### src/rtl/dec8_rr_arbiter.sv
// rtl/dec8_rr_arbiter.sv - round-robin arbiter sharing one 3-to-8 decoder stage among eight requesters
module dec8_rr_arbiter #(
  parameter int HOLD_MAX = 16
) (
  input  logic       clk_i,
  input  logic       rst_i,
  input  logic [7:0] req_i,
  output logic [2:0] sel_o,
  output logic       en_o,
  output logic [7:0] gnt_o,
  output logic       busy_o,
  output logic       timeout_o
);

  localparam int CW = $clog2(HOLD_MAX + 1);
  localparam logic [CW-1:0] HOLD_LIM = CW'(HOLD_MAX);
  localparam logic [CW-1:0] CNT_ONE  = CW'(1);

  localparam logic [1:0] S_IDLE  = 2'd0;
  localparam logic [1:0] S_GRANT = 2'd1;
  localparam logic [1:0] S_GAP   = 2'd2;

  logic [1:0]    state_q, state_d;
  logic [2:0]    ptr_q, ptr_d;
  logic [CW-1:0] cnt_q, cnt_d;
  logic [2:0]    sel_q, sel_d;
  logic          timeout_q, timeout_d;
  logic          en_q, en_d;
  logic [7:0]    gnt_q, gnt_d;
  logic          busy_q, busy_d;

  logic          win_found;
  logic [2:0]    win_idx;

  // Walk from the lowest priority (ptr itself) up to ptr+1 so the last hit is the winner.
  always_comb begin
    logic [2:0] idx;
    win_found = 1'b0;
    win_idx   = 3'd0;
    for (int k = 8; k >= 1; k--) begin
      idx = ptr_q + 3'(k);
      if (req_i[idx]) begin
        win_found = 1'b1;
        win_idx   = idx;
      end
    end
  end

  always_comb begin
    state_d   = state_q;
    ptr_d     = ptr_q;
    cnt_d     = cnt_q;
    sel_d     = sel_q;
    timeout_d = 1'b0;
    case (state_q)
      S_IDLE: begin
        if (win_found) begin
          state_d = S_GRANT;
          sel_d   = win_idx;
          cnt_d   = CNT_ONE;
        end
      end
      S_GRANT: begin
        if (!req_i[sel_q]) begin
          state_d = S_GAP;
          ptr_d   = sel_q;
        end else if (cnt_q == HOLD_LIM) begin
          state_d   = S_GAP;
          ptr_d     = sel_q;
          timeout_d = 1'b1;
        end else if (cnt_q < HOLD_LIM) begin
          cnt_d = cnt_q + CNT_ONE;
        end
      end
      S_GAP: begin
        if (win_found) begin
          state_d = S_GRANT;
          sel_d   = win_idx;
          cnt_d   = CNT_ONE;
        end else begin
          state_d = S_IDLE;
        end
      end
      default: state_d = S_IDLE;
    endcase
  end

  // Outputs are computed from next state so they are registered yet aligned with the state.
  always_comb begin
    en_d   = (state_d == S_GRANT);
    gnt_d  = en_d ? (8'b1 << sel_d) : 8'b0;
    busy_d = (state_d != S_IDLE);
  end

  always_ff @(posedge clk_i) begin
    if (rst_i) begin
      state_q   <= S_IDLE;
      ptr_q     <= 3'd7;
      cnt_q     <= '0;
      sel_q     <= 3'd0;
      timeout_q <= 1'b0;
      en_q      <= 1'b0;
      gnt_q     <= 8'b0;
      busy_q    <= 1'b0;
    end else begin
      state_q   <= state_d;
      ptr_q     <= ptr_d;
      cnt_q     <= cnt_d;
      sel_q     <= sel_d;
      timeout_q <= timeout_d;
      en_q      <= en_d;
      gnt_q     <= gnt_d;
      busy_q    <= busy_d;
    end
  end

  assign sel_o     = sel_q;
  assign en_o      = en_q;
  assign gnt_o     = gnt_q;
  assign busy_o    = busy_q;
  assign timeout_o = timeout_q;

endmodule
### config.mk
export PLATFORM = sky130hd
export DESIGN_NAME = dec8_rr_arbiter
export DESIGN_NICKNAME = d
export VERILOG_FILES = /design/src/rtl/dec8_rr_arbiter.sv
export SDC_FILE = /design/constraint.sdc
export NUM_CORES = 1
export LEC_CHECK = 0
export CELL_PAD_IN_SITES_DETAIL_PLACEMENT = 1
export CELL_PAD_IN_SITES_GLOBAL_PLACEMENT = 2
export CORE_MARGIN = 2
export CORE_UTILIZATION = 37
export DETAILED_ROUTE_END_ITERATION = 6
export PLACE_DENSITY = 0.9
export SKIP_LAST_GASP = 1
export SLEW_MARGIN = 0
export SYNTH_ARGS = -nofsm -noshare
export SYNTH_HDL_FRONTEND = slang
export SYNTH_SLANG_ARGS = --single-unit
export TNS_END_PERCENT = 30
### constraint.sdc
create_clock -name clk_i -period 8.8 [get_ports clk_i]
set_input_delay 1.76 -clock clk_i [delete_from_list [all_inputs] [get_ports clk_i]]
set_output_delay 1.76 -clock clk_i [all_outputs]
set_load 0.01 [all_outputs]
== Word level (Yosys, flattened, before mapping) ==
Cells that the tools add are included.
Word-level totals
  flip-flop bits (word level): 24
  latch bits: 0
  memory bits (writable): 0
  ROM bits: 0
  input port bits: 10
  word-level logic and storage cells: 96
  memories kept: 0
Operators by class
  add/sub/neg operators: 8
  multipliers: 0
  divide/modulo/power cells: 0
  order comparisons: 10
  equality and inequality tests: 9
  shifts and indexed selects: 1
  muxes and demuxes: 49
  bitwise logic cells: 3
  reduce and logical (&&, ||, !) cells: 8
Operator list (number)
  less-than comparator 3 x 4 -> 1 bit, second input constant: 9
  two-way mux 3 bit: 12
  binary-select mux 1 bit (select 3 bit): 9
  two-way mux 5 bit: 4
  two-way mux 1 bit: 19
  adder 3 bit, second input constant: 4
  one-hot mux 5 bit (2 select lines): 1
  left shift 1 x 3 -> 8 bit, first input constant: 1
  adder 3 x 2 -> 3 bit, second input constant: 2
  two-way mux 2 bit: 3
  != test 2 bit, second input constant: 3
  one-hot mux 2 bit (3 select lines): 1
  adder 5 x 1 -> 5 bit, second input constant: 1
  == test 5 bit, second input constant: 1
  less-than comparator 5 bit, second input constant: 1
  AND reduction 5 bit: 1
  == test 2 x 1 -> 1 bit, second input constant: 2
  != test 2 x 1 -> 1 bit, second input constant: 2
  nonzero test 2 bit: 2
  OR reduction 2 bit: 2
  adder 3 x 1 -> 3 bit, second input constant: 1
  inverter 1 bit: 3
  OR reduction 3 bit: 1
  == test 2 bit, second input constant: 1
  2 further kinds: 2

== Depth between registers and ports, before layout ==
  depth after elaboration: 15
  gate-level depth with buffers: 12
  gate-level depth less buffers: 9

== Least setup slack after synthesis ==
OpenSTA, ideal clock, no wires.
  path type: input port to flip-flop
  start: in req_i[3]
  end: reg gnt_q[2], in the netlist gnt_o[2]
  library setup time: 132 ps
  arrival: 3722 ps
  required time: 8668 ps
  setup slack: 4945 ps
  cell stages on the path: 8
  cells stage by stage: clkbuf_1 > mux4_2 > mux2_4 > a221oi_2 > o2bb2ai_1 > o41a_1 > a22o_2 > nor3b_1
On the way
  cells in the longest elaborated chain, start to end: 15
  elaborated cells on any way between the ends: 44
Ends and longest elaborated chain
  from (decl): line 7  | input logic [7:0] req_i,
  binary-select mux 1 bit (select 3 bit): line 42  | if (req_i[idx]) begin
  two-way mux 1 bit (not written as such): line 42
  two-way mux 1 bit (8 in a row): line 42
  two-way mux 1 bit or two-way mux 2 bit (tied branches): line 76, 57
  one-hot mux 2 bit (3 select lines): line 55  | case (state_q)
  == test 2 x 1 -> 1 bit: line 90  | en_d = (state_d == S_GRANT);
  inverter 1 bit (no source line)
  OR reduction 2 bit (no source line)
  to (signal assigned): line 112  | gnt_q <= gnt_d;
  to (decl): line 29  | logic [7:0] gnt_q, gnt_d;
Several ways; a longest one is shown, not always the timed one. The select of a mux whose other input is x is not followed.
A chain may end at the register's enable or synchronous reset.

== Worst setup path after layout ==
  start: in req_i[0]
  end: reg gnt_q[2], in the netlist gnt_o[2]
Same word-level chain as after synthesis.

==> impl_results.md <==
- CTS resizes: 0
- Worst-skew pair later-pin latency: 0.26 ns
- Worst hold path depth: 1
- Yosys reg bits: 24
- Final setup viols: 0
- Setup slack, reg-to-reg: 4.77 ns
- Post-synth top area cell: dfxtp_1
- Pins Over Slew Limit: 0
- Worst vdd ir: 0.1248 mV
- Commonest cells post-synth: 24 x dfxtp_1, 17 x nor2_1, 13 x mux2i_1, 13 x nand2_1, 12 x nor3_1
- Port Buf Inserts: 23
- Max incr delay on CP: 0.61 ns
- Total Routing Usage GR: 18.83%
- Hold wc startpoint: cnt_q[0]
- Synth top area share: 26.65%
- Avg WL per Cell: 17.35 µm
- Total number of vias: 1613
- Remaining DRCs: 0
- Critical path type: input pin to flip-flop
- Cells along the critical path: clkdlybuf4s50_1 -> mux4_2 -> mux2_4 -> a221oi_2 -> o2bb2ai_1 -> o41a_1 -> a22o_2 -> nor3b_1
- Initial DRC count: 69
- Total power: 0.7194 mW
- Final wirelength: 4807 µm
- Diode count: 0
- # IOs: 24
- Critical path data arrival time: 4.43 ns
- Worst setup EP type: flip-flop
- Seq/Total Area, Yosys: 26.65%
- Mapped Cells: 194
- Largest net degree at the start of global routing: 22
- Synth cell types: 53
- Worst slew pin tran: 0.8478 ns
- Total CTS buffers: 3
- Top post-synthesis cells by area: dfxtp_1 27%, mux4_2 14%, mux2i_1 7.2%
- RR Endpoint: gnt_o[2]
- Global-route wire length before repair: 8079 µm
- Minimum clock period: 4.293 ns
- R2R depth: 9
- Final Hold Fails: 0
- Row count: 25
- Utilization after layout: 45.22%
- LEAKAGE: 0.7824 nW
- Syn Area/Cell: 9.294 µm²
- Core area: 4723 µm²
- Die width: 73.81 µm
- H-Tree Depth: 1
- Status: finished clean
- CTS tree: yes
- Total Neg Setup Slack: 0 ns
- CP max-delay cell: mux4_2
- Post-CTS Hold Buffers: 0
- Max clock buf depth: 2
- Async set or reset register ratio after synthesis: 0%
- Post-DRT Antenna Nets: 0
- Chip height: 73.81 µm
- Vias per cell: 5.823
- FF-to-FF Start: ptr_q[0]
- Share of layout cells above drive strength 1: 12.38%
- Die area: 5447 µm²
- Most common cell in the netlist: dfxtp_1
- Initial core utilization: 38.17%
- Pwr/cell area: 336.8 nW/µm²
- Clk root buf: clkbuf_8
- Max-cap violations: 0
- WHS Endpoint: cnt_q[0]
- Most common flop cell mapped by yosys: dfxtp_1
- Min-delay worst type: flip-flop to flip-flop
- Startpoint Class: input pin
- Initial antenna violation count: 0
- CTS clock-pin slew for the worst setup and hold paths: 0.08 ns
- Sink Count: 24
- Rel. slew slack: 43.40%
- Setup bufs post-CTS: 0
- Worst EP required: 8.94 ns
- CP max FO: 9
- Part of the cycle the worst path needs: 48.79%
- Final cell count without fillers: 277
- Mapped Nets: 208
- GRT overflow: 0
- TritonRoute pass-1 iters: 4
- Placed cell count: 273
- Number of global-route vias before repair: 1614
- Fmax: 232.9 MHz
- GP Congestion: 0.8011
- Area of the mapped netlist: 1803 µm²
- Synth-to-Final Area Change: 18.46%
- Yosys warns: 0
- Unrepaired setup endpoints after global routing: no
- Post-synth EDFFs: 0
- Final Skew: 0.001526 ns
- Final #Nets: 225
- Worst hold slack: 0.5455 ns
- Post-DP HPWL: 3549 µm
-- routing by layer --
| layer | GRT usage [%] | share of wire (%) | vias up |
|---|---|---|---|
| met5 | 0 | 0 | - |
| met4 | 1.212 | 0.083 | 0 |
| met3 | 3.567 | 2.9 | 2 |
| met2 | 29.96 | 47 | 36 |
| met1 | 27.74 | 50 | 796 |
| li1 | - | - | 779 |
-- area by class of cell --
class	count	area [µm²]
fill	542	2587
multi-input combinational	149	1229
sequential	24	480.5
timing repair buffer	24	237.7
tap	67	83.83
clock buffer	3	41.29
inverter	9	33.78
clock inverter	1	30.03
-- cell usage in the layout, fill, tap and decap left out, drive strengths merged, types with 4 or more instances in the layout --
| cell | count |
|---|---|
| mux4 | 12 |
| nor2 | 17 |
| mux2 | 5 |
| nor3 | 12 |
| nand2b | 5 |
| xor2 | 4 |
| dfxtp | 24 |
| o21ai | 7 |
| ha | 4 |
| nor3b | 4 |
| nand2 | 13 |
| inv | 8 |
| clkdlybuf4s50 | 23 |
| a21oi | 6 |
| mux2i | 13 |
| a221oi | 5 |
-- metrics by stage --
| step | cell area (µm²) | setup WS [ns] |
|---|---|---|
| detailed placement | 2064 | 4.258 |
| CTS | 2136 | 4.534 |
| global placement | 2064 | 4.287 |
| global route | 2136 | 4.355 |
| finish | 2136 | 4.507 |
| floorplan | 1803 | 4.945 |
-- state kept, by name, summed over array words and instances (netlist names) --
register / flops
cnt_q: 5
busy_o: 1
gnt_o: 8
ptr_q: 3
state_q: 2
sel_o: 3
en_o: 1
timeout_o: 1
-- worst max-delay path by stage --
stage	from	end	cells past startpoint
after floorplan	req_i[3]	gnt_o[2]	8
after global placement	req_i[7]	gnt_o[7]	8
after detailed placement	req_i[7]	gnt_o[2]	8
after CTS	req_i[7]	gnt_o[1]	8
after global routing	req_i[7]	gnt_o[2]	7
final	req_i[0]	gnt_o[2]	8
-- power breakdown --
group          total [mW]  internal [mW]  switching (mW)
Sequential          0.171          0.135          0.0351
Clock              0.0942         0.0607          0.0334
Combinational       0.455          0.208           0.246
Total               0.719          0.404           0.315
-- worst max-delay path, delay by kind of cell --
kind | cells | cell delay, ns
compound gates | 4 | 1.02
mux | 2 | 0.91
buf+inv | 1 | 0.56
simple gates | 1 | 0.16
-- kinds of logic (layout without fill, tap and decap cells) --
group / after synthesis / in the layout / share of synthesized area, %
muxes: 30 / 30 / 25.75
adders and majority gates: 4 / 4 / 2.776
buffers and inverters: 21 / 37 / 5.205
and+or+nand+nor: 63 / 63 / 17.28
DFF: 24 / 24 / 26.65
xor gates and xnor gates: 5 / 5 / 2.429
AOI/OAI and AO/OA: 47 / 47 / 19.92
No activity file was read; power rests on OpenSTA's default activity.
